$ cat src/rtl/tl_width_coupler_if.sv
// Wide-side A/D and narrow-side A/D channel bundle for the TileLink width coupler.
// The slave modport is the coupler's view; master is the surrounding fabric's view.
interface tl_width_coupler_if #(
  parameter int IN_BYTES    = 16,
  parameter int OUT_BYTES   = 8,
  parameter int ADDR_BITS   = 32,
  parameter int SOURCE_BITS = 6,
  parameter int SINK_BITS   = 4,
  parameter int SIZE_BITS   = 3
);
  // Wide A (into the coupler)
  logic                   auto_in_a_valid;
  logic                   auto_in_a_ready;
  logic [2:0]             auto_in_a_bits_opcode;
  logic [2:0]             auto_in_a_bits_param;
  logic [SIZE_BITS-1:0]   auto_in_a_bits_size;
  logic [SOURCE_BITS-1:0] auto_in_a_bits_source;
  logic [ADDR_BITS-1:0]   auto_in_a_bits_address;
  logic [IN_BYTES-1:0]    auto_in_a_bits_mask;
  logic [8*IN_BYTES-1:0]  auto_in_a_bits_data;
  logic                   auto_in_a_bits_corrupt;

  // Narrow A (out of the coupler)
  logic                   auto_out_a_valid;
  logic                   auto_out_a_ready;
  logic [2:0]             auto_out_a_bits_opcode;
  logic [2:0]             auto_out_a_bits_param;
  logic [SIZE_BITS-1:0]   auto_out_a_bits_size;
  logic [SOURCE_BITS-1:0] auto_out_a_bits_source;
  logic [ADDR_BITS-1:0]   auto_out_a_bits_address;
  logic [OUT_BYTES-1:0]   auto_out_a_bits_mask;
  logic [8*OUT_BYTES-1:0] auto_out_a_bits_data;
  logic                   auto_out_a_bits_corrupt;

  // Narrow D (into the coupler)
  logic                   auto_out_d_valid;
  logic                   auto_out_d_ready;
  logic [2:0]             auto_out_d_bits_opcode;
  logic [1:0]             auto_out_d_bits_param;
  logic [SIZE_BITS-1:0]   auto_out_d_bits_size;
  logic [SOURCE_BITS-1:0] auto_out_d_bits_source;
  logic [SINK_BITS-1:0]   auto_out_d_bits_sink;
  logic                   auto_out_d_bits_denied;
  logic [8*OUT_BYTES-1:0] auto_out_d_bits_data;
  logic                   auto_out_d_bits_corrupt;

  // Wide D (out of the coupler)
  logic                   auto_in_d_valid;
  logic                   auto_in_d_ready;
  logic [2:0]             auto_in_d_bits_opcode;
  logic [1:0]             auto_in_d_bits_param;
  logic [SIZE_BITS-1:0]   auto_in_d_bits_size;
  logic [SOURCE_BITS-1:0] auto_in_d_bits_source;
  logic [SINK_BITS-1:0]   auto_in_d_bits_sink;
  logic                   auto_in_d_bits_denied;
  logic [8*IN_BYTES-1:0]  auto_in_d_bits_data;
  logic                   auto_in_d_bits_corrupt;

  modport slave (
    input  auto_in_a_valid, auto_in_a_bits_opcode, auto_in_a_bits_param, auto_in_a_bits_size,
           auto_in_a_bits_source, auto_in_a_bits_address, auto_in_a_bits_mask,
           auto_in_a_bits_data, auto_in_a_bits_corrupt,
    output auto_in_a_ready,
    output auto_out_a_valid, auto_out_a_bits_opcode, auto_out_a_bits_param, auto_out_a_bits_size,
           auto_out_a_bits_source, auto_out_a_bits_address, auto_out_a_bits_mask,
           auto_out_a_bits_data, auto_out_a_bits_corrupt,
    input  auto_out_a_ready,
    input  auto_out_d_valid, auto_out_d_bits_opcode, auto_out_d_bits_param, auto_out_d_bits_size,
           auto_out_d_bits_source, auto_out_d_bits_sink, auto_out_d_bits_denied,
           auto_out_d_bits_data, auto_out_d_bits_corrupt,
    output auto_out_d_ready,
    output auto_in_d_valid, auto_in_d_bits_opcode, auto_in_d_bits_param, auto_in_d_bits_size,
           auto_in_d_bits_source, auto_in_d_bits_sink, auto_in_d_bits_denied,
           auto_in_d_bits_data, auto_in_d_bits_corrupt,
    input  auto_in_d_ready
  );

  modport master (
    output auto_in_a_valid, auto_in_a_bits_opcode, auto_in_a_bits_param, auto_in_a_bits_size,
           auto_in_a_bits_source, auto_in_a_bits_address, auto_in_a_bits_mask,
           auto_in_a_bits_data, auto_in_a_bits_corrupt,
    input  auto_in_a_ready,
    input  auto_out_a_valid, auto_out_a_bits_opcode, auto_out_a_bits_param, auto_out_a_bits_size,
           auto_out_a_bits_source, auto_out_a_bits_address, auto_out_a_bits_mask,
           auto_out_a_bits_data, auto_out_a_bits_corrupt,
    output auto_out_a_ready,
    output auto_out_d_valid, auto_out_d_bits_opcode, auto_out_d_bits_param, auto_out_d_bits_size,
           auto_out_d_bits_source, auto_out_d_bits_sink, auto_out_d_bits_denied,
           auto_out_d_bits_data, auto_out_d_bits_corrupt,
    input  auto_out_d_ready,
    input  auto_in_d_valid, auto_in_d_bits_opcode, auto_in_d_bits_param, auto_in_d_bits_size,
           auto_in_d_bits_source, auto_in_d_bits_sink, auto_in_d_bits_denied,
           auto_in_d_bits_data, auto_in_d_bits_corrupt,
    output auto_in_d_ready
  );
endinterface

$ cat src/rtl/tl_width_coupler.sv
// TileLink-UH wide-to-narrow width adapter: splits wide A beats into narrow lanes
// and gathers narrow D beats back into wide beats with sticky denied/corrupt.
module tl_width_coupler #(
  parameter int IN_BYTES    = 16,
  parameter int OUT_BYTES   = 8,
  parameter int ADDR_BITS   = 32,
  parameter int SOURCE_BITS = 6,
  parameter int SINK_BITS   = 4,
  parameter int SIZE_BITS   = 3
) (
  input  logic               clock,
  input  logic               reset,
  tl_width_coupler_if.slave  bus
);
  localparam int RATIO  = IN_BYTES / OUT_BYTES;
  localparam int RB     = $clog2(RATIO);
  localparam int LB     = $clog2(OUT_BYTES);
  localparam int WB     = $clog2(IN_BYTES);
  localparam int LANE_W = 8 * OUT_BYTES;

  typedef logic [RB-1:0] idx_t;
  typedef logic [RB:0]   cnt_t;

  typedef struct packed {
    logic [2:0]             opcode;
    logic [2:0]             param;
    logic [SIZE_BITS-1:0]   size;
    logic [SOURCE_BITS-1:0] source;
    logic [ADDR_BITS-1:0]   address;
    logic                   corrupt;
  } a_hdr_t;

  typedef struct packed {
    logic [2:0]             opcode;
    logic [1:0]             param;
    logic [SIZE_BITS-1:0]   size;
    logic [SOURCE_BITS-1:0] source;
    logic [SINK_BITS-1:0]   sink;
  } d_hdr_t;

  // Narrow beats per wide beat: 2^(size-LB) clamped to [1, RATIO]; data-less messages take one.
  function automatic cnt_t beats_of(input logic has_data, input logic [SIZE_BITS-1:0] size);
    int sh;
    sh = int'(size) - LB;
    if (!has_data || sh < 0) sh = 0;
    if (sh > RB) sh = RB;
    return cnt_t'(1) << sh;
  endfunction

  // ---------------- A path ----------------
  a_hdr_t            a_hdr;
  logic              a_has_data;
  cnt_t              a_beats;
  idx_t              a_last_idx;
  idx_t              a_base;
  idx_t              a_lane;
  idx_t              a_idx_q, a_idx_d;
  logic              a_last;
  logic              a_fire;
  logic [LANE_W-1:0]    a_data_lanes [RATIO];
  logic [OUT_BYTES-1:0] a_mask_lanes [RATIO];

  assign a_hdr = {bus.auto_in_a_bits_opcode, bus.auto_in_a_bits_param, bus.auto_in_a_bits_size,
                  bus.auto_in_a_bits_source, bus.auto_in_a_bits_address, bus.auto_in_a_bits_corrupt};

  assign a_has_data = ~a_hdr.opcode[2];
  assign a_beats    = beats_of(a_has_data, a_hdr.size);
  assign a_last_idx = idx_t'(a_beats - cnt_t'(1));
  // Sub-beat transfers start at the lane their address selects; full-width ones start at lane 0.
  assign a_base     = (int'(a_hdr.size) < WB) ? a_hdr.address[WB-1:LB] : '0;
  assign a_lane     = a_base + a_idx_q;
  assign a_last     = (a_idx_q == a_last_idx);
  assign a_fire     = bus.auto_out_a_valid & bus.auto_out_a_ready;

  generate
    for (genvar gi = 0; gi < RATIO; gi++) begin : g_a_lanes
      assign a_data_lanes[gi] = bus.auto_in_a_bits_data[gi*LANE_W +: LANE_W];
      assign a_mask_lanes[gi] = bus.auto_in_a_bits_mask[gi*OUT_BYTES +: OUT_BYTES];
    end
  endgenerate

  assign bus.auto_out_a_valid        = bus.auto_in_a_valid;
  assign bus.auto_in_a_ready         = bus.auto_out_a_ready & a_last;
  assign bus.auto_out_a_bits_opcode  = a_hdr.opcode;
  assign bus.auto_out_a_bits_param   = a_hdr.param;
  assign bus.auto_out_a_bits_size    = a_hdr.size;
  assign bus.auto_out_a_bits_source  = a_hdr.source;
  assign bus.auto_out_a_bits_address = a_hdr.address;
  assign bus.auto_out_a_bits_corrupt = a_hdr.corrupt;
  assign bus.auto_out_a_bits_data    = a_data_lanes[a_lane];
  assign bus.auto_out_a_bits_mask    = a_mask_lanes[a_lane];

  always_comb begin
    a_idx_d = a_idx_q;
    if (a_fire) a_idx_d = a_last ? '0 : a_idx_q + idx_t'(1);
  end

  // ---------------- D path ----------------
  d_hdr_t            d_hdr;
  logic              d_has_data;
  cnt_t              d_beats;
  idx_t              d_last_idx;
  logic              d_last;
  logic              d_fire;
  idx_t              d_cnt_q, d_cnt_d;
  logic              d_denied_q, d_denied_d;
  logic              d_corrupt_q, d_corrupt_d;
  logic              d_store;
  logic [LANE_W-1:0] d_buf_q [RATIO];
  idx_t              d_sel   [RATIO];

  assign d_hdr = {bus.auto_out_d_bits_opcode, bus.auto_out_d_bits_param, bus.auto_out_d_bits_size,
                  bus.auto_out_d_bits_source, bus.auto_out_d_bits_sink};

  assign d_has_data = (d_hdr.opcode == 3'd1) || (d_hdr.opcode == 3'd5);
  assign d_beats    = beats_of(d_has_data, d_hdr.size);
  assign d_last_idx = idx_t'(d_beats - cnt_t'(1));
  assign d_last     = (d_cnt_q == d_last_idx);
  assign d_fire     = bus.auto_out_d_valid & bus.auto_out_d_ready;

  // Non-final beats are always absorbed; the final beat is a combinational pass-through.
  assign bus.auto_in_d_valid       = bus.auto_out_d_valid & d_last;
  assign bus.auto_out_d_ready      = d_last ? bus.auto_in_d_ready : 1'b1;
  assign bus.auto_in_d_bits_opcode = d_hdr.opcode;
  assign bus.auto_in_d_bits_param  = d_hdr.param;
  assign bus.auto_in_d_bits_size   = d_hdr.size;
  assign bus.auto_in_d_bits_source = d_hdr.source;
  assign bus.auto_in_d_bits_sink   = d_hdr.sink;
  assign bus.auto_in_d_bits_denied  = d_denied_q  | bus.auto_out_d_bits_denied;
  assign bus.auto_in_d_bits_corrupt = d_corrupt_q | bus.auto_out_d_bits_corrupt;

  // Beat counts are powers of two, so wide lane gi replicates gathered lane (gi mod beats).
  generate
    for (genvar gi = 0; gi < RATIO; gi++) begin : g_d_lanes
      assign d_sel[gi] = idx_t'(gi) & d_last_idx;
      assign bus.auto_in_d_bits_data[gi*LANE_W +: LANE_W] =
          (d_sel[gi] == d_last_idx) ? bus.auto_out_d_bits_data : d_buf_q[d_sel[gi]];
    end
  endgenerate

  always_comb begin
    d_cnt_d     = d_cnt_q;
    d_denied_d  = d_denied_q;
    d_corrupt_d = d_corrupt_q;
    d_store     = 1'b0;
    if (d_fire) begin
      if (d_last) begin
        d_cnt_d     = '0;
        d_denied_d  = 1'b0;
        d_corrupt_d = 1'b0;
      end else begin
        d_cnt_d     = d_cnt_q + idx_t'(1);
        d_denied_d  = d_denied_q  | bus.auto_out_d_bits_denied;
        d_corrupt_d = d_corrupt_q | bus.auto_out_d_bits_corrupt;
        d_store     = 1'b1;
      end
    end
  end

  always_ff @(posedge clock or negedge reset) begin
    if (!reset) begin
      a_idx_q     <= '0;
      d_cnt_q     <= '0;
      d_denied_q  <= 1'b0;
      d_corrupt_q <= 1'b0;
      for (int i = 0; i < RATIO; i++) d_buf_q[i] <= '0;
    end else begin
      a_idx_q     <= a_idx_d;
      d_cnt_q     <= d_cnt_d;
      d_denied_q  <= d_denied_d;
      d_corrupt_q <= d_corrupt_d;
      if (d_store) d_buf_q[d_cnt_q] <= bus.auto_out_d_bits_data;
    end
  end
endmodule
$ cat src/flat_wrapper.sv
// flat-port wrapper written by rule: the top's interface ports become plain ports
module tl_width_coupler_flat 
#(
  parameter int IN_BYTES    = 16,
  parameter int OUT_BYTES   = 8,
  parameter int ADDR_BITS   = 32,
  parameter int SOURCE_BITS = 6,
  parameter int SINK_BITS   = 4,
  parameter int SIZE_BITS   = 3
)
  (clock, reset, bus_auto_in_a_valid, bus_auto_in_a_bits_opcode, bus_auto_in_a_bits_param, bus_auto_in_a_bits_size, bus_auto_in_a_bits_source, bus_auto_in_a_bits_address, bus_auto_in_a_bits_mask, bus_auto_in_a_bits_data, bus_auto_in_a_bits_corrupt, bus_auto_in_a_ready, bus_auto_out_a_valid, bus_auto_out_a_bits_opcode, bus_auto_out_a_bits_param, bus_auto_out_a_bits_size, bus_auto_out_a_bits_source, bus_auto_out_a_bits_address, bus_auto_out_a_bits_mask, bus_auto_out_a_bits_data, bus_auto_out_a_bits_corrupt, bus_auto_out_a_ready, bus_auto_out_d_valid, bus_auto_out_d_bits_opcode, bus_auto_out_d_bits_param, bus_auto_out_d_bits_size, bus_auto_out_d_bits_source, bus_auto_out_d_bits_sink, bus_auto_out_d_bits_denied, bus_auto_out_d_bits_data, bus_auto_out_d_bits_corrupt, bus_auto_out_d_ready, bus_auto_in_d_valid, bus_auto_in_d_bits_opcode, bus_auto_in_d_bits_param, bus_auto_in_d_bits_size, bus_auto_in_d_bits_source, bus_auto_in_d_bits_sink, bus_auto_in_d_bits_denied, bus_auto_in_d_bits_data, bus_auto_in_d_bits_corrupt, bus_auto_in_d_ready);
  tl_width_coupler_if #(.IN_BYTES(IN_BYTES), .OUT_BYTES(OUT_BYTES), .ADDR_BITS(ADDR_BITS), .SOURCE_BITS(SOURCE_BITS), .SINK_BITS(SINK_BITS), .SIZE_BITS(SIZE_BITS)) bus_i ();
  input  logic clock;
  input  logic reset;
  input wire logic [$bits(bus_i.auto_in_a_valid)-1:0] bus_auto_in_a_valid;
  input wire logic [$bits(bus_i.auto_in_a_bits_opcode)-1:0] bus_auto_in_a_bits_opcode;
  input wire logic [$bits(bus_i.auto_in_a_bits_param)-1:0] bus_auto_in_a_bits_param;
  input wire logic [$bits(bus_i.auto_in_a_bits_size)-1:0] bus_auto_in_a_bits_size;
  input wire logic [$bits(bus_i.auto_in_a_bits_source)-1:0] bus_auto_in_a_bits_source;
  input wire logic [$bits(bus_i.auto_in_a_bits_address)-1:0] bus_auto_in_a_bits_address;
  input wire logic [$bits(bus_i.auto_in_a_bits_mask)-1:0] bus_auto_in_a_bits_mask;
  input wire logic [$bits(bus_i.auto_in_a_bits_data)-1:0] bus_auto_in_a_bits_data;
  input wire logic [$bits(bus_i.auto_in_a_bits_corrupt)-1:0] bus_auto_in_a_bits_corrupt;
  output wire logic [$bits(bus_i.auto_in_a_ready)-1:0] bus_auto_in_a_ready;
  output wire logic [$bits(bus_i.auto_out_a_valid)-1:0] bus_auto_out_a_valid;
  output wire logic [$bits(bus_i.auto_out_a_bits_opcode)-1:0] bus_auto_out_a_bits_opcode;
  output wire logic [$bits(bus_i.auto_out_a_bits_param)-1:0] bus_auto_out_a_bits_param;
  output wire logic [$bits(bus_i.auto_out_a_bits_size)-1:0] bus_auto_out_a_bits_size;
  output wire logic [$bits(bus_i.auto_out_a_bits_source)-1:0] bus_auto_out_a_bits_source;
  output wire logic [$bits(bus_i.auto_out_a_bits_address)-1:0] bus_auto_out_a_bits_address;
  output wire logic [$bits(bus_i.auto_out_a_bits_mask)-1:0] bus_auto_out_a_bits_mask;
  output wire logic [$bits(bus_i.auto_out_a_bits_data)-1:0] bus_auto_out_a_bits_data;
  output wire logic [$bits(bus_i.auto_out_a_bits_corrupt)-1:0] bus_auto_out_a_bits_corrupt;
  input wire logic [$bits(bus_i.auto_out_a_ready)-1:0] bus_auto_out_a_ready;
  input wire logic [$bits(bus_i.auto_out_d_valid)-1:0] bus_auto_out_d_valid;
  input wire logic [$bits(bus_i.auto_out_d_bits_opcode)-1:0] bus_auto_out_d_bits_opcode;
  input wire logic [$bits(bus_i.auto_out_d_bits_param)-1:0] bus_auto_out_d_bits_param;
  input wire logic [$bits(bus_i.auto_out_d_bits_size)-1:0] bus_auto_out_d_bits_size;
  input wire logic [$bits(bus_i.auto_out_d_bits_source)-1:0] bus_auto_out_d_bits_source;
  input wire logic [$bits(bus_i.auto_out_d_bits_sink)-1:0] bus_auto_out_d_bits_sink;
  input wire logic [$bits(bus_i.auto_out_d_bits_denied)-1:0] bus_auto_out_d_bits_denied;
  input wire logic [$bits(bus_i.auto_out_d_bits_data)-1:0] bus_auto_out_d_bits_data;
  input wire logic [$bits(bus_i.auto_out_d_bits_corrupt)-1:0] bus_auto_out_d_bits_corrupt;
  output wire logic [$bits(bus_i.auto_out_d_ready)-1:0] bus_auto_out_d_ready;
  output wire logic [$bits(bus_i.auto_in_d_valid)-1:0] bus_auto_in_d_valid;
  output wire logic [$bits(bus_i.auto_in_d_bits_opcode)-1:0] bus_auto_in_d_bits_opcode;
  output wire logic [$bits(bus_i.auto_in_d_bits_param)-1:0] bus_auto_in_d_bits_param;
  output wire logic [$bits(bus_i.auto_in_d_bits_size)-1:0] bus_auto_in_d_bits_size;
  output wire logic [$bits(bus_i.auto_in_d_bits_source)-1:0] bus_auto_in_d_bits_source;
  output wire logic [$bits(bus_i.auto_in_d_bits_sink)-1:0] bus_auto_in_d_bits_sink;
  output wire logic [$bits(bus_i.auto_in_d_bits_denied)-1:0] bus_auto_in_d_bits_denied;
  output wire logic [$bits(bus_i.auto_in_d_bits_data)-1:0] bus_auto_in_d_bits_data;
  output wire logic [$bits(bus_i.auto_in_d_bits_corrupt)-1:0] bus_auto_in_d_bits_corrupt;
  input wire logic [$bits(bus_i.auto_in_d_ready)-1:0] bus_auto_in_d_ready;
  assign bus_i.auto_in_a_valid = bus_auto_in_a_valid;
  assign bus_i.auto_in_a_bits_opcode = bus_auto_in_a_bits_opcode;
  assign bus_i.auto_in_a_bits_param = bus_auto_in_a_bits_param;
  assign bus_i.auto_in_a_bits_size = bus_auto_in_a_bits_size;
  assign bus_i.auto_in_a_bits_source = bus_auto_in_a_bits_source;
  assign bus_i.auto_in_a_bits_address = bus_auto_in_a_bits_address;
  assign bus_i.auto_in_a_bits_mask = bus_auto_in_a_bits_mask;
  assign bus_i.auto_in_a_bits_data = bus_auto_in_a_bits_data;
  assign bus_i.auto_in_a_bits_corrupt = bus_auto_in_a_bits_corrupt;
  assign bus_auto_in_a_ready = bus_i.auto_in_a_ready;
  assign bus_auto_out_a_valid = bus_i.auto_out_a_valid;
  assign bus_auto_out_a_bits_opcode = bus_i.auto_out_a_bits_opcode;
  assign bus_auto_out_a_bits_param = bus_i.auto_out_a_bits_param;
  assign bus_auto_out_a_bits_size = bus_i.auto_out_a_bits_size;
  assign bus_auto_out_a_bits_source = bus_i.auto_out_a_bits_source;
  assign bus_auto_out_a_bits_address = bus_i.auto_out_a_bits_address;
  assign bus_auto_out_a_bits_mask = bus_i.auto_out_a_bits_mask;
  assign bus_auto_out_a_bits_data = bus_i.auto_out_a_bits_data;
  assign bus_auto_out_a_bits_corrupt = bus_i.auto_out_a_bits_corrupt;
  assign bus_i.auto_out_a_ready = bus_auto_out_a_ready;
  assign bus_i.auto_out_d_valid = bus_auto_out_d_valid;
  assign bus_i.auto_out_d_bits_opcode = bus_auto_out_d_bits_opcode;
  assign bus_i.auto_out_d_bits_param = bus_auto_out_d_bits_param;
  assign bus_i.auto_out_d_bits_size = bus_auto_out_d_bits_size;
  assign bus_i.auto_out_d_bits_source = bus_auto_out_d_bits_source;
  assign bus_i.auto_out_d_bits_sink = bus_auto_out_d_bits_sink;
  assign bus_i.auto_out_d_bits_denied = bus_auto_out_d_bits_denied;
  assign bus_i.auto_out_d_bits_data = bus_auto_out_d_bits_data;
  assign bus_i.auto_out_d_bits_corrupt = bus_auto_out_d_bits_corrupt;
  assign bus_auto_out_d_ready = bus_i.auto_out_d_ready;
  assign bus_auto_in_d_valid = bus_i.auto_in_d_valid;
  assign bus_auto_in_d_bits_opcode = bus_i.auto_in_d_bits_opcode;
  assign bus_auto_in_d_bits_param = bus_i.auto_in_d_bits_param;
  assign bus_auto_in_d_bits_size = bus_i.auto_in_d_bits_size;
  assign bus_auto_in_d_bits_source = bus_i.auto_in_d_bits_source;
  assign bus_auto_in_d_bits_sink = bus_i.auto_in_d_bits_sink;
  assign bus_auto_in_d_bits_denied = bus_i.auto_in_d_bits_denied;
  assign bus_auto_in_d_bits_data = bus_i.auto_in_d_bits_data;
  assign bus_auto_in_d_bits_corrupt = bus_i.auto_in_d_bits_corrupt;
  assign bus_i.auto_in_d_ready = bus_auto_in_d_ready;
  tl_width_coupler #(.IN_BYTES(IN_BYTES), .OUT_BYTES(OUT_BYTES), .ADDR_BITS(ADDR_BITS), .SOURCE_BITS(SOURCE_BITS), .SINK_BITS(SINK_BITS), .SIZE_BITS(SIZE_BITS)) u_core (.clock(clock), .reset(reset), .bus(bus_i));
endmodule
$ cat config.mk
export PLATFORM = sky130hd
export DESIGN_NAME = tl_width_coupler_flat
export DESIGN_NICKNAME = d
export VERILOG_FILES = /design/src/rtl/tl_width_coupler_if.sv /design/src/rtl/tl_width_coupler.sv /design/src/flat_wrapper.sv
export SDC_FILE = /design/constraint.sdc
export NUM_CORES = 1
export LEC_CHECK = 0
export BUFFER_PORTS_ARGS = -buffer_cell sky130_fd_sc_hd__buf_2
export CAP_MARGIN = 15
export CORE_AREA = 8 8 212 214
export CTS_CLUSTER_SIZE = 10
export DETAILED_ROUTE_END_ITERATION = 12
export DIE_AREA = 0 0 220 222
export SETUP_SLACK_MARGIN = 0.3
export SYNTH_ARGS = -nofsm -noshare
export SYNTH_HDL_FRONTEND = slang
export SYNTH_SLANG_ARGS = --single-unit
$ cat constraint.sdc
create_clock -name clock -period 4.4 [get_ports clock]
set_clock_uncertainty 0.05 [all_clocks]
set_input_delay 0 -clock clock [delete_from_list [all_inputs] [get_ports clock]]
set_output_delay 0 -clock clock [all_outputs]
set_load 0.005 [all_outputs]
==> results summary, run 1 <==
The cell leakage power is 0.00442 µW. For this design the top-level I/O count stands at 554. For this run, design rule violations remaining after detail routing come to 0. The data required time of the critical path is 4.35 ns. TritonCTS built the clock tree. The number of inserted filler cells in the final layout came out at 4504. In the final layout, the multi-input gates occupy 0.00271 mm². At the later pin of the worst-skew pair, clock insertion delay measures 0.34 ns. The count of yosys warnings during synthesis came out at 0.

The setup slack at placement is 1.53 ns. The flop and latch count out of synthesis is 68. Of the cells placed in the final design, the portion with a size suffix greater than 1 is 73.9%. Setup repair after global routing left no endpoint under its margin. The register share of total power is 34.3%. The number of detailed-routing iterations run before antenna repair is 4. The portion of total power attributed to the clock network is 24.2%. STA classifies the critical path endpoint as an output port. The min-delay analysis places its worst path in the category input port to output port. The number of buffers created by CTS is 9. The accumulated negative setup slack is 0 ns. The worst-case setup margin in the final layout came out at 1.76 ns.

The routed wire length per instance came out at 20.8 µm. The initial detailed-routing violation count is 173. For this design the total switching power over the nets is 975 µW. The met3 wire length came out at 3410 µm. Of the total power, the share spent switching nets is 30.9%. The flop-to-flop setup slack is 2.12 ns.

The maximum clock path buffer count came out at 2. The antenna violation net count after detailed routing came out at 0. The cell family contributing the most delay on the critical path is buffers and inverters. The logic depth of the worst path, buffers included came out at 9. Routability-driven placement finished with a final weighted congestion of 0.826. Final hold analysis gives a worst-case slack of 0.136 ns. The pin slew with the least headroom to its limit is 0.959 ns. The clock sink count is 68. The worst slew margin relative to its limit came out at 36.1%.

The detailed router placed 5141 vias in this run. The highest ir drop seen on vdd came out at 0.189 mV. Walking the worst path, the cells encountered are buf_2 > ha_1 > nor4bb_1 > nor2_1 > nand4b_4 > buf_4 > buf_4 > mux2_2 > buf_2. The delay of the slowest cell on the worst path is 0.60 ns. The first-pass GRT wire length is 40900 µm. The netlist area before placement is 0.00564 mm². Based on the critical path, the design can be clocked at up to 379 MHz. The register area share after synthesis came out at 30.2%. The buffer and inverter count on the worst path came out at 4. The number of cells on the worst reg-to-reg path is 5. The initial antenna violation count was 8.

The number of global-route vias before repair came out at 5729. The launching instance or port of the critical path is bus_auto_out_d_bits_size[0]. The layout-stage area growth over the synthesis result came out at 58.5%.

The highest-delay cell along the critical path is sky130_fd_sc_hd__buf_4. The category of the worst setup path launch point is an input port. The overflow left after global routing came out at 0. The CTS root buffer is sky130_fd_sc_hd__clkbuf_16.

The class of the most critical setup path is input port to output port. The highest routing layer actually used is met5. The endpoint identified for the worst register-to-register timing path is u_core.d_buf_q[94]$_DFFE_PN0P_.

The final number of hold-violating endpoints is 0. The met1 wire length is 10700 µm. Wire segments on met2 add up to 14500 µm in the final route.

Each instance of the synthesized netlist takes up on average 12.3 µm². The largest fanout on the critical path is 37. The placed wire-length estimate came out at 23300 µm. The number of levels in the clock H-tree is 3.

Entering global routing, the biggest net connects 73 pins. The post-layout minimum cycle time is 2.64 ns. The starting density of the core came out at 13.6%.

The max-capacitance violation count is 0. Synthesis handed over a netlist of 457 instances. The power per standard cell area came out at 353 mW/mm². The sequential standard cell area came out at 0.00170 mm². The endpoint arrival time on the critical path is 2.59 ns. Yosys mapped the design onto 24 distinct sky130hd cell types. The worst register-to-register path begins at u_core.d_cnt_q$_DFFE_PN0P_. The final period utilization came out at 59.9%. The wire length after detailed routing is 29900 µm. The post-synth net total is 743.

The most critical setup path has its endpoint at bus_auto_in_d_bits_data[33]. The number of vias per cell is 3.58. Across every metal layer, demand over resource in global routing totals 11.4%. Setup violations remaining at the end of the flow were counted as 0. The die is 220 µm wide. The internal power of the cells came out at 2180 µW.

The flow ran to the end, and the final reports show no timing, DRC or antenna violations. The count of buffers inserted at the top-level ports is 441. The number of nets in the layout came out at 1176. The proportion of power drawn by combinational gates came out at 41.5%. The max-slew violation count is 0. In this run the core area contains 75 standard-cell rows. The area of the placeable core came out at 0.0415 mm². The vertical die dimension is 222 µm. The area of the die is 0.0488 mm².
## stage by stage
| stage | instance area [µm²] | util [%] | power, µW | std cells |
|---|---|---|---|---|
| detailed placement | 7340 | 17.7 | 2310 | 1289 |
| finish | 8940 | 21.5 | 3150 | 1435 |
| CTS | 8930 | 21.5 | 3210 | 1433 |
| global placement | 7340 | 17.7 | 2260 | 1289 |
| floorplan | 5640 | - | 1840 | 457 |
| global route | 8930 | 21.5 | 3350 | 1434 |
## Yosys cell counts, drive strengths merged
master / number / area, µm²
a31o: 1 / 8.76
o21ai: 2 / 10.0
or2: 2 / 12.5
and2: 2 / 12.5
ha: 4 / 50.1
xnor2: 1 / 27.5
nor2: 3 / 11.3
dfrtp: 68 / 1700
inv: 3 / 11.3
nand2: 6 / 22.5
a21oi: 5 / 25.0
nor4bb: 1 / 10.0
buf: 152 / 1230
nor3b: 1 / 7.51
nor2b: 1 / 13.8
nand4b: 1 / 15.0
mux2: 202 / 2460
nor3: 1 / 5.00
nand2b: 1 / 6.26
## how the worst min path moves through the flow
stage,from,end,slack (ns),cells after the start
after floorplan,reset,u_core.a_idx_q$_DFFE_PN0P_,-0.35,0
after global placement,bus_auto_out_d_bits_sink[3],bus_auto_in_d_bits_sink[3],-0.05,0
after detailed placement,bus_auto_out_d_bits_sink[3],bus_auto_in_d_bits_sink[3],-0.05,0
after CTS,bus_auto_out_d_bits_opcode[1],bus_auto_in_d_bits_opcode[1],0.14,2
after global routing,bus_auto_out_d_bits_opcode[1],bus_auto_in_d_bits_opcode[1],0.15,2
final,bus_auto_out_d_bits_opcode[1],bus_auto_in_d_bits_opcode[1],0.14,2
## layout make-up
class	count	area share (%)
tap	539	7.55
timing repair buffer	574	39.5
inverter	3	0.126
clock inverter	1	0.336
clock buffer	14	3.07
antenna	2	0.0560
multi-input combinational	234	30.3
sequential	68	19.0
## cells by family after synthesis
family	after synthesis	share of synthesized area (%)
AO/OA/AOI/OAI	8	0.776
XOR/XNOR	1	0.488
adder cells (fa/ha/maj)	4	0.887
buffers and inverters	155	22.0
flip-flops	68	30.2
multiplexers	202	43.6
AND/OR/NAND/NOR	19	2.06
## flip-flops by register name, indices dropped and copies added (netlist names)
name                count
u_core.d_cnt_q          1
u_core.d_buf_q         64
u_core.a_idx_q          1
u_core.d_corrupt_q      1
u_core.d_denied_q       1
## routing by layer
metal	GRT usage, %	vias up
met5	1.04	-
met4	5.05	12
met3	4.62	45
met2	19.5	335
met1	11.9	2431
li1	-	2318
## placed cells by master, fill, tap and decap left out, drive strengths merged
master       netlist  final
a21oi              5      5
a31o               1      1
and2               2      2
buf              152    445
bufinv             0      1
clkbuf             0     14
dfrtp             68     68
diode              0      2
dlygate4sd3        0    129
ha                 4      4
inv                3      3
mux2             202    202
nand2              6      6
nand2b             1      1
nand4b             1      1
nor2               3      3
nor2b              1      1
nor3               1      1
nor3b              1      1
nor4bb             1      1
o21ai              2      2
or2                2      2
xnor2              1      1
## power by group through the flow
stage               combinational [µW]  sequential, µW  clock [µW]
floorplan                          807            1040           0
global placement                  1190            1070           0
detailed placement                1220            1090           0
CTS                               1330            1080         799
global route                      1410            1120         820
finish                            1310            1080         763
## worst register-to-register path, cell delays in order, from the launching register on
cell	delay, ns
sky130_fd_sc_hd__dfrtp_1	0.35
sky130_fd_sc_hd__inv_1	0.06
sky130_fd_sc_hd__ha_1	0.35
sky130_fd_sc_hd__nor3b_2	0.17
sky130_fd_sc_hd__buf_4	0.70
sky130_fd_sc_hd__mux2_2	0.48
## timing repair
item / CTS / global route
resized for setup: 0 / 0
endpoints found under the hold margin: 192 / 0
hold buffers: 129 / 0
setup buffers: 0 / 0
Note: power is estimated with default switching activity, not from simulation.
==> run 2, diff against run 1 <==
Settings changed: CORE_AREA 8 8 212 214 to 8 8 210 212, DIE_AREA 0 0 220 222 to 0 0 218 220.
Clock period 4.4 ns to 2.4 ns, I/O delays scaled along.
==> results summary, run 2 (synthesis results as in run 1) <==
The clock sink count is 68. The area of the placeable core is 0.0406 mm². The minimum hold slack came out at 0.146 ns. The worst pin sits at a relative slew slack of 36.9%.

After global routing the overflow that remains totals 0. The clock-pin slew of the registers on the worst-case setup and hold paths came out at 0.06 ns. The multi-input combinational cell area came out at 0.00276 mm². The layout-stage area growth over the synthesis result came out at 61.2%. In this run the clock root is driven by a sky130_fd_sc_hd__clkbuf_16. Counting tap cells, the placed design contains a total of 1283 instances.

The run finished with clean final reports. The clock tree from TritonCTS is done. For this run, the detailed router's first-pass iteration total came to 4. The area of the die is 0.0480 mm². The ratio of cells with drive above 1 in the final layout is 74.7%.

The max-capacitance violation count is 0. The power consumption is 5950 µW. The number of inserted filler cells in the final layout came out at 4362. The placed wire-length estimate is 24600 µm. The number of vias per cell is 3.60. The number of global-route vias before repair is 5783.

Counting stages on the worst path, the most repeated cell is sky130_fd_sc_hd__ha_4. The number of levels in the clock H-tree is 3. Setup repair after global routing left no endpoint under its margin. The x dimension of the die is 218 µm.

The setup path with the least slack is of type input port to flop. The initial antenna violation count is 5. The maximum clock path buffer count is 2. Leaving out fill and tap cells, the most frequent cells in the layout are sky130_fd_sc_hd__buf_2 (440), sky130_fd_sc_hd__mux2_2 (141), sky130_fd_sc_hd__dlygate4sd3_1 (129). Entering global routing, the biggest net connects 69 pins. The worst setup path is captured at a flop. The core occupancy in the finished layout came out at 22.4%. The max-slew violation count came out at 0. The power per standard cell area is 654 mW/mm².

The pin slew with the least headroom to its limit came out at 0.946 ns. The number of flip-flops under the largest register name is 64. The highest-delay cell along the critical path is sky130_fd_sc_hd__mux2_2.

The min-delay analysis places its worst path in the category input port to output port. The I/O pin count is 554. The data required time of the critical path is 2.57 ns.

The delay of the slowest cell on the worst path came out at 0.37 ns. Walking the worst path, the cells encountered are buf_2 > ha_4 > nor4bb_1 > nor2_1 > nand4b_4 > inv_4 > ha_4 > nor3b_4 > buf_4 > buf_12 > mux2_2. The via total after detailed routing came out at 5161. The number of nets in the layout came out at 1181. The endpoint arrival time on the critical path is 2.17 ns. In the global route stage, overall resource usage came out at 12.0%. Counting flops per register, the top entry is u_core.d_buf_q. Leaving out fill and tap cells, the most frequent cell in the layout is sky130_fd_sc_hd__buf_2.

In the finished design, the share of the clock period the worst path needs comes to 83.0%. The insertion delay of the later-clocked pin in the worst-skew pair is 0.34 ns. Dividing the detail-routed wire length by the instance count gives 22.2 µm.

The first global-routing pass estimated 41500 µm of wire. The final number of hold-violating endpoints was 0. The antenna violation net count after detailed routing is 0. The routed design could run at a clock period as short as 1.99 ns.

Setup violations remaining at the end of the flow were counted as 0. The kind of cell adding the most delay to the critical path is simple AND/OR/NAND/NOR gates. Along the worst path, the maximum fanout reaches 27.

The buffer and inverter count on the worst path came out at 4. The cell leakage power came out at 0.00449 µW. The sequential standard cell area is 0.00170 mm².

The number of buffers created by CTS is 9. The wire length after detailed routing is 31800 µm. The number of remaining DRC errors came out at 0. Port buffering added 441 buffers.

At the end of routability-driven placement, the weighted congestion stood at 0.814. The floorplan has 74 rows. The initial detailed-routing violation count came out at 194.

The upper clock frequency limit came out at 502 MHz. The final antenna diode count came out at 0. Adding up every negative setup slack in the final design gives 0 ns. The worst setup path is launched from an input port. After the flow finishes, the layout carries non-filler instances totaling 1432. The floorplan step set the die height to 220 µm. The starting density of the core is 13.9%.

The highest ir drop seen on vdd is 0.351 mV.
run 2: changes by cell type in the layout (fill, tap and decap cells not counted), sizes merged:
cell      delta
clkbuf       -2
inv          +1
clkinvlp     +2
clkinv       +1
diode        -2
buf          +4
run 2: layer usage:
layer  track usage, %  routed length, µm  part of all wire, %
met4             3.78                699                  2.2
met2             21.6              16300                   51
met5                0                 35                 0.11
met3             4.59               3150                  9.9
met1             12.8              11600                   37
run 2: cell type report:
cell class / count / share of cell area [%]
clock buffer: 11 / 2.78
clock inverter: 5 / 0.647
tap: 532 / 7.32
timing repair buffer: 579 / 40.0
sequential: 68 / 18.7
inverter: 3 / 0.151
multi-input combinational: 234 / 30.4
run 2: through the flow:
stage,instance area [µm²],setup WS (ns)
finish,9090,0.407
detailed placement,7440,-0.0101
global placement,7440,-0.00888
global route,9090,0.332
floorplan,5730,0.200
CTS,9050,0.360
run 2: final timing paths:
path | from | to | slack (ns) | cells after the start
max in group asynchronous | reset | u_core.d_buf_q[81]$_DFFE_PN0P_ | 1.40 | 2
min in group asynchronous | reset | u_core.d_buf_q[105]$_DFFE_PN0P_ | 0.29 | 2
worst min register to register | u_core.d_buf_q[97]$_DFFE_PN0P_ | u_core.d_buf_q[97]$_DFFE_PN0P_ | 0.46 | 1
worst max register to register | u_core.d_cnt_q$_DFFE_PN0P_ | u_core.d_buf_q[65]$_DFFE_PN0P_ | 0.51 | 6
worst min-delay path | bus_auto_out_d_bits_opcode[1] | bus_auto_in_d_bits_opcode[1] | 0.15 | 2
worst max-delay path | bus_auto_out_d_bits_size[0] | u_core.d_buf_q[65]$_DFFE_PN0P_ | 0.41 | 11
run 2: report_power, final:
| part | switching [µW] | internal (µW) | total (µW) |
|---|---|---|---|
| Clock | 550 | 864 | 1410 |
| Combinational | 1050 | 1500 | 2550 |
| Sequential | 296 | 1690 | 1990 |
| Total | 1890 | 4060 | 5950 |
run 2: timing repair:
action | 4_1_cts | 5_1_grt
gates cloned | 0 | 1
pin swaps | 1 | 1
hold buffers | 129 | 0
setup buffers | 1 | 2
gates resized for setup | 0 | 4
endpoints found under the setup margin | 67 | 45
endpoints found under the hold margin | 192 | 0
